`src/rtl/signext_pipe.sv`:
```
// Pipelined lane resizer (zero/sign extend, signed/unsigned saturating narrow)
// with a 2-entry skid buffer on a valid/ready stream and a saturation counter.
module signext_pipe #(
    parameter int N  = 3,
    parameter int M  = 5,
    parameter int L  = 1,
    parameter int CW = 16
) (
    input  logic           i_clk,
    input  logic           i_rst,
    input  logic           i_valid,
    output logic           o_in_ready,
    input  logic [L*N-1:0] i_data,
    input  logic [1:0]     i_mode,
    output logic           o_valid,
    input  logic           i_out_ready,
    output logic [L*M-1:0] o_data,
    output logic [L-1:0]   o_sat,
    input  logic           i_sat_clr,
    output logic [CW-1:0]  o_sat_cnt
);

    typedef enum logic [1:0] {
        ST_EMPTY = 2'b00,
        ST_ONE   = 2'b01,
        ST_FULL  = 2'b10
    } state_t;

    // Returns {sat, resized} for one lane; indices are clamped so every
    // parameter combination elaborates without out-of-range selects.
    function automatic logic [M:0] resize_lane(input logic [N-1:0] x, input logic [1:0] mode);
        logic [M-1:0] r;
        logic         sat;
        logic         ovf;
        r   = {M{1'b0}};
        sat = 1'b0;
        ovf = 1'b0;
        if (M >= N) begin
            for (int i = 0; i < M; i++) begin
                if (i < N) begin
                    r[i] = x[(i < N) ? i : N-1];
                end else begin
                    r[i] = (mode == 2'b01 || mode == 2'b10) ? x[N-1] : 1'b0;
                end
            end
        end else begin
            for (int i = 0; i < M; i++) begin
                r[i] = x[(i < N) ? i : N-1];
            end
            case (mode)
                2'b10: begin
                    // Fits iff bits M-1..N-1 all equal the sign bit.
                    for (int i = M-1; i < N; i++) begin
                        if (x[i] != x[N-1]) begin
                            ovf = 1'b1;
                        end else begin
                            ovf = ovf;
                        end
                    end
                    if (ovf) begin
                        sat = 1'b1;
                        for (int i = 0; i < M; i++) begin
                            r[i] = (i == M-1) ? x[N-1] : ~x[N-1];
                        end
                    end else begin
                        sat = 1'b0;
                    end
                end
                2'b11: begin
                    for (int i = M; i < N; i++) begin
                        ovf = ovf | x[i];
                    end
                    if (ovf) begin
                        sat = 1'b1;
                        r   = {M{1'b1}};
                    end else begin
                        sat = 1'b0;
                    end
                end
                default: begin
                    sat = 1'b0;
                end
            endcase
        end
        return {sat, r};
    endfunction

    state_t         state_q, state_d;
    logic           valid_q, valid_d;
    logic           in_ready_q, in_ready_d;
    logic [L*M-1:0] out_data_q, out_data_d;
    logic [L-1:0]   out_sat_q, out_sat_d;
    logic [L*M-1:0] skid_data_q, skid_data_d;
    logic [L-1:0]   skid_sat_q, skid_sat_d;
    logic [CW-1:0]  cnt_q, cnt_d;

    logic [L*M-1:0] rs_data_s;
    logic [L-1:0]   rs_sat_s;
    logic           in_xfer_s;
    logic           out_xfer_s;

    // Resize every lane of the incoming beat ahead of the output register.
    always_comb begin
        logic [M:0] lane_v;
        lane_v    = {(M+1){1'b0}};
        rs_data_s = {(L*M){1'b0}};
        rs_sat_s  = {L{1'b0}};
        for (int k = 0; k < L; k++) begin
            lane_v                = resize_lane(i_data[k*N +: N], i_mode);
            rs_data_s[k*M +: M]   = lane_v[M-1:0];
            rs_sat_s[k]           = lane_v[M];
        end
    end

    // Buffer next-state, data steering and saturation counter.
    always_comb begin
        state_d     = state_q;
        out_data_d  = out_data_q;
        out_sat_d   = out_sat_q;
        skid_data_d = skid_data_q;
        skid_sat_d  = skid_sat_q;
        in_xfer_s   = i_valid & in_ready_q;
        out_xfer_s  = valid_q & i_out_ready;

        case (state_q)
            ST_EMPTY: begin
                if (in_xfer_s) begin
                    state_d    = ST_ONE;
                    out_data_d = rs_data_s;
                    out_sat_d  = rs_sat_s;
                end else begin
                    state_d    = ST_EMPTY;
                end
            end
            ST_ONE: begin
                if (in_xfer_s && out_xfer_s) begin
                    out_data_d = rs_data_s;
                    out_sat_d  = rs_sat_s;
                end else if (in_xfer_s) begin
                    state_d     = ST_FULL;
                    skid_data_d = rs_data_s;
                    skid_sat_d  = rs_sat_s;
                end else if (out_xfer_s) begin
                    state_d     = ST_EMPTY;
                end else begin
                    state_d     = ST_ONE;
                end
            end
            ST_FULL: begin
                if (out_xfer_s) begin
                    state_d    = ST_ONE;
                    out_data_d = skid_data_q;
                    out_sat_d  = skid_sat_q;
                end else begin
                    state_d    = ST_FULL;
                end
            end
            default: begin
                state_d = ST_EMPTY;
            end
        endcase

        valid_d    = (state_d != ST_EMPTY);
        in_ready_d = (state_d != ST_FULL);

        if (i_sat_clr) begin
            cnt_d = {CW{1'b0}};
        end else if (in_xfer_s && (|rs_sat_s) && (cnt_q != {CW{1'b1}})) begin
            cnt_d = cnt_q + CW'(1);
        end else begin
            cnt_d = cnt_q;
        end
    end

    // State and datapath registers with synchronous reset.
    always_ff @(posedge i_clk) begin
        if (i_rst) begin
            state_q     <= ST_EMPTY;
            valid_q     <= 1'b0;
            in_ready_q  <= 1'b0;
            out_data_q  <= {(L*M){1'b0}};
            out_sat_q   <= {L{1'b0}};
            skid_data_q <= {(L*M){1'b0}};
            skid_sat_q  <= {L{1'b0}};
            cnt_q       <= {CW{1'b0}};
        end else begin
            state_q     <= state_d;
            valid_q     <= valid_d;
            in_ready_q  <= in_ready_d;
            out_data_q  <= out_data_d;
            out_sat_q   <= out_sat_d;
            skid_data_q <= skid_data_d;
            skid_sat_q  <= skid_sat_d;
            cnt_q       <= cnt_d;
        end
    end

    assign o_in_ready = in_ready_q;
    assign o_valid    = valid_q;
    assign o_data     = out_data_q;
    assign o_sat      = out_sat_q;
    assign o_sat_cnt  = cnt_q;

endmodule

```
`config.mk`:
```
export PLATFORM = sky130hd
export DESIGN_NAME = signext_pipe
export DESIGN_NICKNAME = d
export VERILOG_FILES = /design/src/rtl/signext_pipe.sv
export SDC_FILE = /design/constraint.sdc
export NUM_CORES = 1
export LEC_CHECK = 0
export CORE_MARGIN = 10
export CORE_UTILIZATION = 38
export CTS_CLUSTER_DIAMETER = 30
export CTS_CLUSTER_SIZE = 40
export DETAILED_ROUTE_END_ITERATION = 10
export PLACE_DENSITY = 0.76
export SLEW_MARGIN = 20
export SYNTH_ARGS = -nofsm -noshare
export SYNTH_HDL_FRONTEND = slang
export SYNTH_SLANG_ARGS = --single-unit
```
`constraint.sdc`:
```
create_clock -name i_clk -period 1.5 [get_ports i_clk]
set_input_delay 0.225 -clock i_clk [delete_from_list [all_inputs] [get_ports i_clk]]
set_output_delay 0.225 -clock i_clk [all_outputs]
set_load 0.02 [all_outputs]
```
Word-level counts from Yosys, hierarchy flattened
Index checks and enable logic that the tools add are counted.

Bits in latches: 0. Input port bits: 10. Memories: 0. Memory bits (read-only): 0. Logic and storage cells: 39. Output and inout bits: 24. Memory bits (writable): 0. Register bits: 14.

Bitwise logic cells: 3. Eq/ne operators: 8. Reduce and logical (&&, ||, !) cells: 7. Muxes and demuxes: 15. Order comparisons: 0. Shift-type cells: 0. Div/mod/pow operators: 0. Add/sub/neg operators: 0. Multiply operators: 0.

Operators with widths (count): two-way mux 5 bit (3); case mux 5 bit (3 select lines) (1); inequality test 2 bit, second input constant (4); two-way mux 1 bit (6); two-way mux 2 bit (3); case mux 2 bit (3 select lines) (1); == test 2 x 1 -> 1 bit, second input constant (2); == test 2 bit, second input constant (2); AND reduction 4 bit (1); case mux 1 bit (3 select lines) (1); AND reduction 3 bit (1); nonzero test 3 bit (1); AND 1 bit (2); logical NOT 2 bit (1); nonzero test 2 bit (1); logical AND 1 bit (1); logical OR 1 bit (1); NOT 1 bit (1).

Longest topological paths before layout
Gate-level depths: netlist of the first run.

Word-level depth: 6. Mapped depth: 4. Gate-level depth less buffers: 4.

Worst setup path after synthesis of the first run
Ideal clock, no wire load.

Kind: register -> register. Start point: register valid_q (netlist: o_valid). End point: register out_data_q[3] (netlist: o_data[3]). Setup time: 91 ps. Data required time: 1409 ps. Path slack: 220 ps. Cell stages (with the launch flop): 5. Clock period less this slack: 1280 ps. Arrival: 1189 ps. Path buffers: 0. Cell sequence: dfxtp_1 -> nand4_1 -> o211ai_2 -> nor2_2 -> a311oi_1.

Cells in the longest elaborated chain, start to end: 4. Elaborated cells between the ends (all ways): 5. Classes of those cells: 2 x eq/ne; 1 x bitwise; 2 x reduce/logical.

Ends and longest elaborated chain: start: declaration (RTL line 89) `logic valid_q, valid_d;`; start signal: assignment (RTL line 188) `valid_q <= valid_d;`; AND 1 bit * (RTL line 123) `out_xfer_s = valid_q & i_out_ready;`; logical AND 1 bit (RTL line 136) `if (in_xfer_s && out_xfer_s) begin`; inequality test 2 bit (no line); AND reduction 4 bit (no line) *; end signal: assignment (RTL line 181) `out_data_q <= {(L*M){1'b0}};`; end signal: assignment (RTL line 190) `out_data_q <= out_data_d;`; end: declaration (RTL line 91) `logic [L*M-1:0] out_data_q, out_data_d;`.

Every way passes the cells marked *; elsewhere a longest branch is shown, timed or not. A chain may end at the register's enable or synchronous reset.

Final worst setup path of the first run
Start point: register out_data_q[2] (netlist: o_data[2]). End point: output port o_data[2].

RTL lines: end: declaration (RTL line 17) `output logic [L*M-1:0] o_data,`.

No word-level cell between the ends.

==> out/results.tsv, run 1 <==
stage	metric	value	unit
floorplanning	initial_core_util	0.398	
sta	fin_skew	0.000333	ns
logic_synthesis	synth_seq_cells	12	
grt	track_usage	0.0734	
floorplanning	fp.dieH	62.3	µm
sta	report.final.setup_viol	0	
worst_setup_path	cp_max_fo	2	
grt	grt_start_max_net_pins	13	
logic_synthesis	synthTopCellsByArea	dfxtp_1 35%, buf_4 21%, mux2i_1 10%	
worst_setup_path	slowest_stage	clkdlybuf4s50_1	
clocking	cts_tree	built	
logic_synthesis	netlist_instances	75	
worst_setup_path	max_stage_delay	0.61	ns
worst_setup_path	critPathKind	flip-flop to primary output	
sta	slew_viol_final	0	
layout	area_delta_synth_final	19.9	%
worst_setup_path	worst-path-buf-inv	1	
route	routed_wl	1440	µm
sta	rsz0062_at_grt	no	
route	wl_met1	616	µm
route	wl_met3	111	µm
route	dr.first_iter.drc_count	2	
logic_synthesis	ys.flop_type	dfxtp_1	
flow_run	cap_violations	0	
floorplanning	row_count	15	
sta	hold_viol	0	
sta	fin_tns_setup	0	ns
route	drcViolationCount	0	
route	vias_per_cell	4.57	
place	placed_area	790	µm²
place	portBuffers	15	
logic_synthesis	syn-cell-area	679	µm²
route	drtPass1Iterations	2	
clocking	cts.path.max_buffers	2	
worst_setup_path	crit_required	1.27	ns
run_status	outcome	complete, no violations	
power_and_ir_drop	ir_drop	0.574	mV
clocking	cts_buffers	3	
clocking	worstSkewPairLatency	0.27	ns
floorplanning	ios	34	
power_and_ir_drop	p_total	0.736	mW
grt	grt-ovfl-total	0	
route	highest_layer	met4	
grt	grt_antenna_before_repair	0	
floorplanning	core	1710	µm²
clocking	post-cts-setup-buffers	0	
worst_hold_path	hp-class	flip-flop to flip-flop	
logic_synthesis	ys_seq_area_frac	0.354	
layout	multi_input_area	353	µm²
place	place_congestion	0.721	
clocking	cts.sinks	12	
logic_synthesis	synth_top_area_frac	0.354	
worst_setup_path	startpoint_type	flip-flop	
layout	drive_gt1_frac	0.0989	
power_and_ir_drop	pwr_density_cell	904	nW/µm²
sta	fmax	0.697	GHz
layout	final_nets	103	
floorplanning	die_area	3880	µm²
worst_setup_path	critical_path.endpoint_type	primary output	
floorplanning	fp.dieW	62.3	µm
layout	fillCellCount	171	
logic_synthesis	synth_area_per_cell	9.06	µm²
grt	grt_pass1_wl	2430	µm
route	met2_length	693	µm
sta	period_needed	1.44	ns
clocking	cts-root-buf	clkbuf_4	
grt	grt_pass1_vias	546	
worst_setup_path	crit_chain	clkdlybuf4s50_1	
logic_synthesis	yosysWarnings	0	
route	ant_nets	0	
power_and_ir_drop	cellLeakagePower	0.415	nW
route	num_vias	530	
layout	fin_area	815	µm²
sta	finalCritPeriodShare	0.957	
route	routedWlPerCell	12.4	µm
place	dp_hpwl	1170	µm
clocking	htree_levels	1	
logic_synthesis	synth_area_leader_cell	dfxtp_1	
worst_setup_path	path_delay_family	buffers and inverters	
logic_synthesis	synth.distinct_cells	26	
logic_synthesis	synth_edf_count	0	
layout	final_cell_mix	17 x conb_1, 12 x dfxtp_1, 11 x clkdlybuf4s50_1	
clocking	clkTransAtPathRegs	0.07	ns
worst_setup_path	arrival	1.21	ns
layout	ff_latch_area	240	µm²
layout	layout.cells.most_common	conb_1	
layout	antenna_cells	0	
logic_synthesis	synth_async_sr_flop_share	0	
## layer usage
layer	track usage	up-vias
li1	-	258
met1	0.0762	248
met2	0.123	20
met3	0.0287	4
met4	0.0419	0
met5	0	-
## synthesized netlist by cell type, types with 2 or more instances
master	n
dfxtp_1	12
a21oi_1	2
mux2i_1	7
a211oi_1	3
buf_4	19
nor2_1	7
nand2_1	6
## flip-flops by register name (all words and copies together) (netlist names)
signal       count
state_q          2
o_data           4
o_valid          1
o_in_ready       1
skid_data_q      4
## repair_timing
action / in CTS / in global routing
hold buffers: 0 / 0
setup endpoints to repair: 2 / 2
pin swaps: 0 / 0
gates cloned: 0 / 0
gates resized for setup: 2 / 2
## stage by stage
step / setup slack [ns] / cells / hold WS, ns / util
after detailed placement: -0.117 / 113 / 0.494 / 0.462
after floorplan: 0.220 / 91 / 0.297 / -
after CTS: 0.00145 / 116 / 0.508 / 0.474
after global routing: 0.0164 / 116 / 0.528 / 0.477
final: 0.0643 / 116 / 0.501 / 0.477
after global placement: -0.0614 / 113 / 0.475 / 0.462
## layout make-up
class | instances | share of cell area
Timing Repair Buffer | 17 | 0.206
Tap cell | 25 | 0.0384
Clock buffer | 3 | 0.0276
Multi-Input combinational cell | 59 | 0.433
Sequential cell | 12 | 0.295
## power breakdown
group | internal [mW] | switching, mW | total [mW]
clock network | 0.0928 | 0.100 | 0.193
registers | 0.338 | 0.0173 | 0.355
logic | 0.0783 | 0.110 | 0.188
total | 0.509 | 0.227 | 0.736
## cells by family (layout without fill, tap and decap cells)
family / Yosys count / count (layout) / share of synthesized area
buffers and inverters: 20 / 20 / 0.215
other: 1 / 17 / 0.00552
and+or+nand+nor: 23 / 23 / 0.184
muxes: 7 / 7 / 0.103
xor gates and xnor gates: 1 / 1 / 0.0129
AOI/OAI and AO/OA: 11 / 11 / 0.125
DFF: 12 / 12 / 0.354
## final timing paths
kind                          startpoint                      to  slack (ns)  cells past startpoint
setup reg to reg   state_q[1]$_SDFF_PP0_  o_data[0]$_SDFFE_PP0P_        0.15                      5
hold reg to reg   o_data[1]$_SDFFE_PP0P_  o_data[1]$_SDFFE_PP0P_        0.50                      2
setup / recovery  o_data[2]$_SDFFE_PP0P_               o_data[2]        0.06                      1
hold / removal    o_data[1]$_SDFFE_PP0P_  o_data[1]$_SDFFE_PP0P_        0.50                      2
## tightest hold or removal path: stages, from the launching register on
cell and delay [ns]:
dfxtp_1 0.31, nor2_1 0.09, a211oi_1 0.05
No activity file was read; power rests on OpenSTA's default activity.
==> inputs of run 2 (changes only) <==
--- a/config.mk
+++ b/config.mk
@@ -10,6 +10,7 @@
 export CTS_CLUSTER_DIAMETER = 30
 export CTS_CLUSTER_SIZE = 40
 export DETAILED_ROUTE_END_ITERATION = 10
+export MAX_ROUTING_LAYER = met4
 export PLACE_DENSITY = 0.76
 export SLEW_MARGIN = 20
 export SYNTH_ARGS = -nofsm -noshare
==> run 2 against run 1 <==
Effect of this change: critical path depth unchanged; total power barely moved; combinational power about the same; global-route usage rose by 0.20 points; setup slack worse by 0.0027 ns; largest power group unchanged.
==> out/results.tsv, run 2 (synthesized netlist as in run 1, its figures left out) <==
stage	metric	value	unit	change
run_status	outcome	complete, no violations		
worst_setup_path	path_delay_family	buffers and inverters		
worst_setup_path	crit_chain	clkdlybuf4s50_1		
floorplanning	initial_core_util	0.398		unchanged
worst_setup_path	r2r_cells	5		unchanged
route	routed_wl	1440	µm	unchanged
worst_setup_path	crit_required	1.27	ns	about the same
sta	hold_viol	0		unchanged
clocking	post-cts-setup-buffers	0		unchanged
worst_setup_path	max_stage_delay	0.61	ns	about the same
place	place_congestion	0.729		+1.2%
clocking	htree_levels	1		unchanged
floorplanning	fp.dieW	62.3	µm	unchanged
sta	finalCritPeriodShare	0.959		+0.00178
worst_hold_path	hold_depth	2		unchanged
grt	track_usage	0.0754		+0.00197
power_and_ir_drop	pwr_density_cell	904	nW/µm²	about the same
floorplanning	ios	34		unchanged
worst_setup_path	cp_max_fo	2		unchanged
layout	ff_latch_area	240	µm²	unchanged
sta	report.final.setup_viol	0		unchanged
clocking	cts_tree	built		
floorplanning	core	1710	µm²	unchanged
sta	holdWs	0.501	ns	-0.00000100 ns
worst_setup_path	r2r-start	state_q[1]$_SDFF_PP0_		
route	vias_per_cell	4.57		unchanged
clocking	cts.path.max_buffers	2		unchanged
route	routedWlPerCell	12.4	µm	unchanged
worst_setup_path	arrival	1.21	ns	about the same
sta	period_needed	1.44	ns	+0.00268 ns
worst_setup_path	startpoint_type	flip-flop		
clocking	holdBufCountCts	0		unchanged
grt	grt-ovfl-total	0		unchanged
worst_setup_path	critPathKind	flip-flop to primary output		
grt	grt_antenna_before_repair	0		unchanged
flow_run	cap_violations	0		unchanged
floorplanning	fp.dieH	62.3	µm	unchanged
layout	layout.cells.most_common	conb_1		
route	drcViolationCount	0		unchanged
layout	antenna_cells	0		unchanged
worst_setup_path	slowest_stage	clkdlybuf4s50_1		
floorplanning	die_area	3880	µm²	unchanged
sta	rsz0062_at_grt	no		
place	portBuffers	15		unchanged
worst_setup_path	timing.rr.end	o_data[0]$_SDFFE_PP0P_		
grt	grt_pass1_wl	2440	µm	+0.29%
worst_hold_path	hp-class	flip-flop to flip-flop		
worst_setup_path	critical_path.endpoint_type	primary output		
grt	grt_pass1_vias	546		unchanged
clocking	clkTransAtPathRegs	0.07	ns	about the same
clocking	cts_buffers	3		unchanged
worst_setup_path	worst-path-buf-inv	1		unchanged
floorplanning	row_count	15		unchanged
worst_hold_path	holdPathEnd	o_data[1]$_SDFFE_PP0P_		
layout	finish.utilization	0.477		unchanged
route	dr.first_iter.drc_count	2		unchanged
power_and_ir_drop	cellLeakagePower	0.415	nW	unchanged
worst_hold_path	min_from	o_data[1]$_SDFFE_PP0P_		
route	drtPass1Iterations	2		unchanged
place	dp_hpwl	1170	µm	unchanged
clocking	cts-root-buf	clkbuf_4		
sta	slew_viol_final	0		unchanged
sta	fin_skew	0.000333	ns	-0.0000000270 ns
layout	multi_input_area	353	µm²	unchanged
route	num_vias	530		unchanged
worst_setup_path	reg2reg_slack	0.15	ns	about the same
sta	fmax	0.695	GHz	-0.19%
layout	final_cell_mix	17 x conb_1, 12 x dfxtp_1, 11 x clkdlybuf4s50_1		
grt	grt_start_max_net_pins	13		unchanged
power_and_ir_drop	ir_drop	0.574	mV	about the same
power_and_ir_drop	p_total	0.736	mW	about the same
clocking	worstSkewPairLatency	0.27	ns	about the same
clocking	cts.sinks	12		unchanged
route	ant_nets	0		unchanged
layout	final_nets	103		unchanged
layout	fillCellCount	171		unchanged
layout	area_delta_synth_final	19.9	%	unchanged
layout	drive_gt1_frac	0.0989		unchanged
[run 2: cell counts in the layout (fill, tap and decap cells not counted)]
No cell type changed its count.
[run 2: final cells by class]
class                      instances  share of cell area
tap                               25              0.0384
clock buffer                       3              0.0276
timing repair buffer              17               0.206
sequential                        12               0.295
multi-input combinational         59               0.433
[run 2: per-layer routing]
metal  vias up  GRT usage  routed length [µm]
met4         0     0.0419                  15
li1        258          -                   -
met3         4     0.0233                  82
met2        20      0.123                 693
met1       248     0.0793                 645
met5         -          -                   0
[run 2: worst max-delay path by stage]
stage                     cells after the start  slack, ns                      to                    from
final                                         1       0.06               o_data[2]  o_data[2]$_SDFFE_PP0P_
after CTS                                     1      0.001               o_data[4]  o_data[3]$_SDFFE_PP0P_
after floorplan                               4       0.22  o_data[3]$_SDFFE_PP0P_      o_valid$_SDFF_PP0_
after global placement                        6      -0.06  o_data[3]$_SDFFE_PP0P_             i_out_ready
after detailed placement                      6      -0.12  o_data[0]$_SDFFE_PP0P_             i_out_ready
after global routing                          1       0.02               o_data[1]  o_data[1]$_SDFFE_PP0P_
[run 2: power breakdown]
part           internal (mW)  switching [mW]  leakage, nW
logic                 0.0783           0.110        0.303
registers              0.338          0.0173       0.0982
clock network         0.0928           0.100       0.0138
[run 2: per-stage QoR]
step                      TNS [ns]  area, µm²  setup WS, ns  std cells
after floorplan                  0        739         0.220         91
after global placement      -0.175        790       -0.0614        113
after detailed placement    -0.418        790        -0.117        113
after CTS                        0        810       0.00145        116
after global routing             0        815        0.0191        116
final                            0        815        0.0616        116
[run 2: repair_timing]
item,4_1_cts,5_1_grt
endpoints found under the setup margin,2,2
hold endpoints to repair,0,0
resized for setup,2,2
==> inputs of run 3 (changes only) <==
--- a/config.mk
+++ b/config.mk
@@ -12,6 +12,7 @@
 export DETAILED_ROUTE_END_ITERATION = 10
 export MAX_ROUTING_LAYER = met4
 export PLACE_DENSITY = 0.76
+export RECOVER_POWER = 50
 export SLEW_MARGIN = 20
 export SYNTH_ARGS = -nofsm -noshare
 export SYNTH_HDL_FRONTEND = slang
==> run 3 against run 2 <==
Effect of this change: sequential power barely moved; global-route usage unchanged; clock skew rose by 0.0016 ns; via count grew 0.57%; clock-buffer cell count is the same; setup slack better by 0.0023 ns; critical path type unchanged; critical endpoint unchanged; largest power group unchanged.
==> out/results.tsv, run 3 (synthesized netlist as in run 1, its figures left out) <==
stage	metric	value	unit	change
layout	area_delta_synth_final	16.6	%	
route	drcViolationCount	0		unchanged
floorplanning	fp.dieW	62.3	µm	unchanged
worst_setup_path	r2r-start	state_q[1]$_SDFF_PP0_		
layout	drive_gt1_frac	0.0879		-0.0110
floorplanning	row_count	15		unchanged
layout	finish.utilization	0.464		-0.0132
route	vias_per_cell	4.59		+0.57%
clocking	cts-resized-gates	2		unchanged
clocking	cts.sinks	12		unchanged
power_and_ir_drop	p_total	0.728	mW	-1.1%
clocking	cts_buffers	3		unchanged
sta	slew_viol_final	0		unchanged
power_and_ir_drop	cellLeakagePower	0.378	nW	-9.0%
clocking	cts-root-buf	clkbuf_4		
worst_setup_path	worst-path-buf-inv	1		unchanged
route	met2_length	664	µm	-4.2%
power_and_ir_drop	pwr-share-seq	0.488		+0.005
route	drtPass1Iterations	2		unchanged
grt	track_usage	0.0754		unchanged
sta	hold_viol	0		unchanged
floorplanning	die_area	3880	µm²	unchanged
route	wl_met1	670	µm	+3.9%
clocking	cts.path.max_buffers	2		unchanged
worst_setup_path	critPathKind	flip-flop to primary output		
grt	grt-ovfl-total	0		unchanged
route	highest_layer	met4		
worst_setup_path	arrival	1.21	ns	about the same
route	dr.first_iter.drc_count	7		+5
worst_hold_path	min_from	o_data[1]$_SDFFE_PP0P_		
worst_setup_path	path_delay_family	buffers and inverters		
place	portBuffers	15		unchanged
route	routed_wl	1430	µm	-0.28%
layout	final_nets	103		unchanged
clocking	post-cts-setup-buffers	0		unchanged
place	place_ws	-0.117	ns	unchanged
worst_setup_path	critical_path.endpoint_type	primary output		
layout	layout.cells.most_common	conb_1		
sta	fmax	0.696	GHz	+0.16%
place	place_congestion	0.729		unchanged
worst_setup_path	crit_required	1.27	ns	about the same
grt	grt_pass1_wl	2440	µm	unchanged
power_and_ir_drop	clkPwrFrac	0.262		about the same
worst_setup_path	startpoint_type	flip-flop		
clocking	cts_tree	built		
floorplanning	core	1710	µm²	unchanged
place	dp_hpwl	1170	µm	unchanged
clocking	htree_levels	1		unchanged
sta	setup_ws	0.0639	ns	+0.00235 ns
route	num_vias	533		+0.57%
worst_setup_path	startpoint	o_data[2]$_SDFFE_PP0P_		
worst_setup_path	slowest_stage	clkdlybuf4s50_1		
floorplanning	ios	34		unchanged
layout	final_cell_mix	17 x conb_1, 12 x dfxtp_1, 10 x clkdlybuf4s50_1		
route	ant_nets	0		unchanged
sta	fin_skew	0.00195	ns	+0.00162 ns
clocking	worstSkewPairLatency	0.26	ns	about the same
sta	period_needed	1.44	ns	-0.00235 ns
floorplanning	fp.dieH	62.3	µm	unchanged
route	routedWlPerCell	12.4	µm	-0.28%
grt	grt_pass1_vias	546		unchanged
power_and_ir_drop	comb_power_share	0.250		-0.005
power_and_ir_drop	p_switching	0.225	mW	-1.0%
layout	fillCellCount	175		+2.3%
worst_setup_path	crit_chain	clkdlybuf4s50_1		
layout	antenna_cells	0		unchanged
grt	grt_start_max_net_pins	13		unchanged
floorplanning	initial_core_util	0.398		unchanged
run_status	outcome	complete, no violations		
sta	rsz0062_at_grt	no		
clocking	clkTransAtPathRegs	0.07	ns	about the same
worst_hold_path	hp-class	flip-flop to flip-flop		
sta	report.final.setup_viol	0		unchanged
power_and_ir_drop	ir_drop	0.567	mV	-1.2%
sta	finalCritPeriodShare	0.957		-0.00156
grt	grt_antenna_before_repair	0		unchanged
worst_setup_path	cp_max_fo	2		unchanged
flow_run	cap_violations	0		unchanged
power_and_ir_drop	p_int	0.503	mW	-1.1%
power_and_ir_drop	swShare	0.309		about the same
clocking	holdBufCountCts	0		unchanged
route	wl_met3	82	µm	unchanged
power_and_ir_drop	pwr_density_cell	919	nW/µm²	+1.7%
worst_setup_path	max_stage_delay	0.61	ns	about the same
## run 3: changes by cell type in the layout (fill, tap and decap cells not counted), sizes merged
cell           change
clkbuf             +2
clkdlybuf4s50      -1
dlygate4sd3        +1
dlymetal6s2s       -2
## run 3: final cells by class
| type | count | area (µm²) | area share |
|---|---|---|---|
| Multi-Input combinational cell | 59 | 348 | 0.439 |
| Sequential cell | 12 | 240 | 0.303 |
| Clock buffer | 3 | 22.5 | 0.0284 |
| Timing Repair Buffer | 17 | 150 | 0.190 |
| Tap cell | 25 | 31.3 | 0.0395 |
## run 3: worst paths after layout
check	to	cells past startpoint	slack, ns
max	o_data[2]	1	0.06
min	o_data[1]$_SDFFE_PP0P_	2	0.50
max reg2reg	o_data[0]$_SDFFE_PP0P_	5	0.15
min reg2reg	o_data[1]$_SDFFE_PP0P_	2	0.50
## run 3: stage by stage
step	instance area [µm²]	hold WS [ns]	instances	setup TNS, ns
after floorplan	739	0.297	91	0
after global placement	790	0.475	113	-0.175
after detailed placement	790	0.494	113	-0.418
after CTS	810	0.508	116	0
after global routing	792	0.528	116	0
final	792	0.501	116	0
## run 3: worst min-delay path: cells and delay by family (launching register included)
| kind | cells | cell delay (ns) |
|---|---|---|
| and+or+nand+nor | 1 | 0.09 |
| DFF | 1 | 0.31 |
| AOI/OAI and AO/OA | 1 | 0.05 |
## run 3: layer usage
layer / vias up / GRT usage
li1: 259 / -
met1: 250 / 0.0793
met2: 20 / 0.123
met3: 4 / 0.0233
met4: 0 / 0.0419
met5: - / -
## run 3: power by group through the flow
stage / clock network (mW) / logic [mW] / registers (mW)
after global routing: 0.210 / 0.197 / 0.359
after floorplan: 0 / 0.135 / 0.378
after global placement: 0 / 0.188 / 0.363
after detailed placement: 0 / 0.191 / 0.363
final: 0.191 / 0.182 / 0.355
after CTS: 0.197 / 0.189 / 0.356
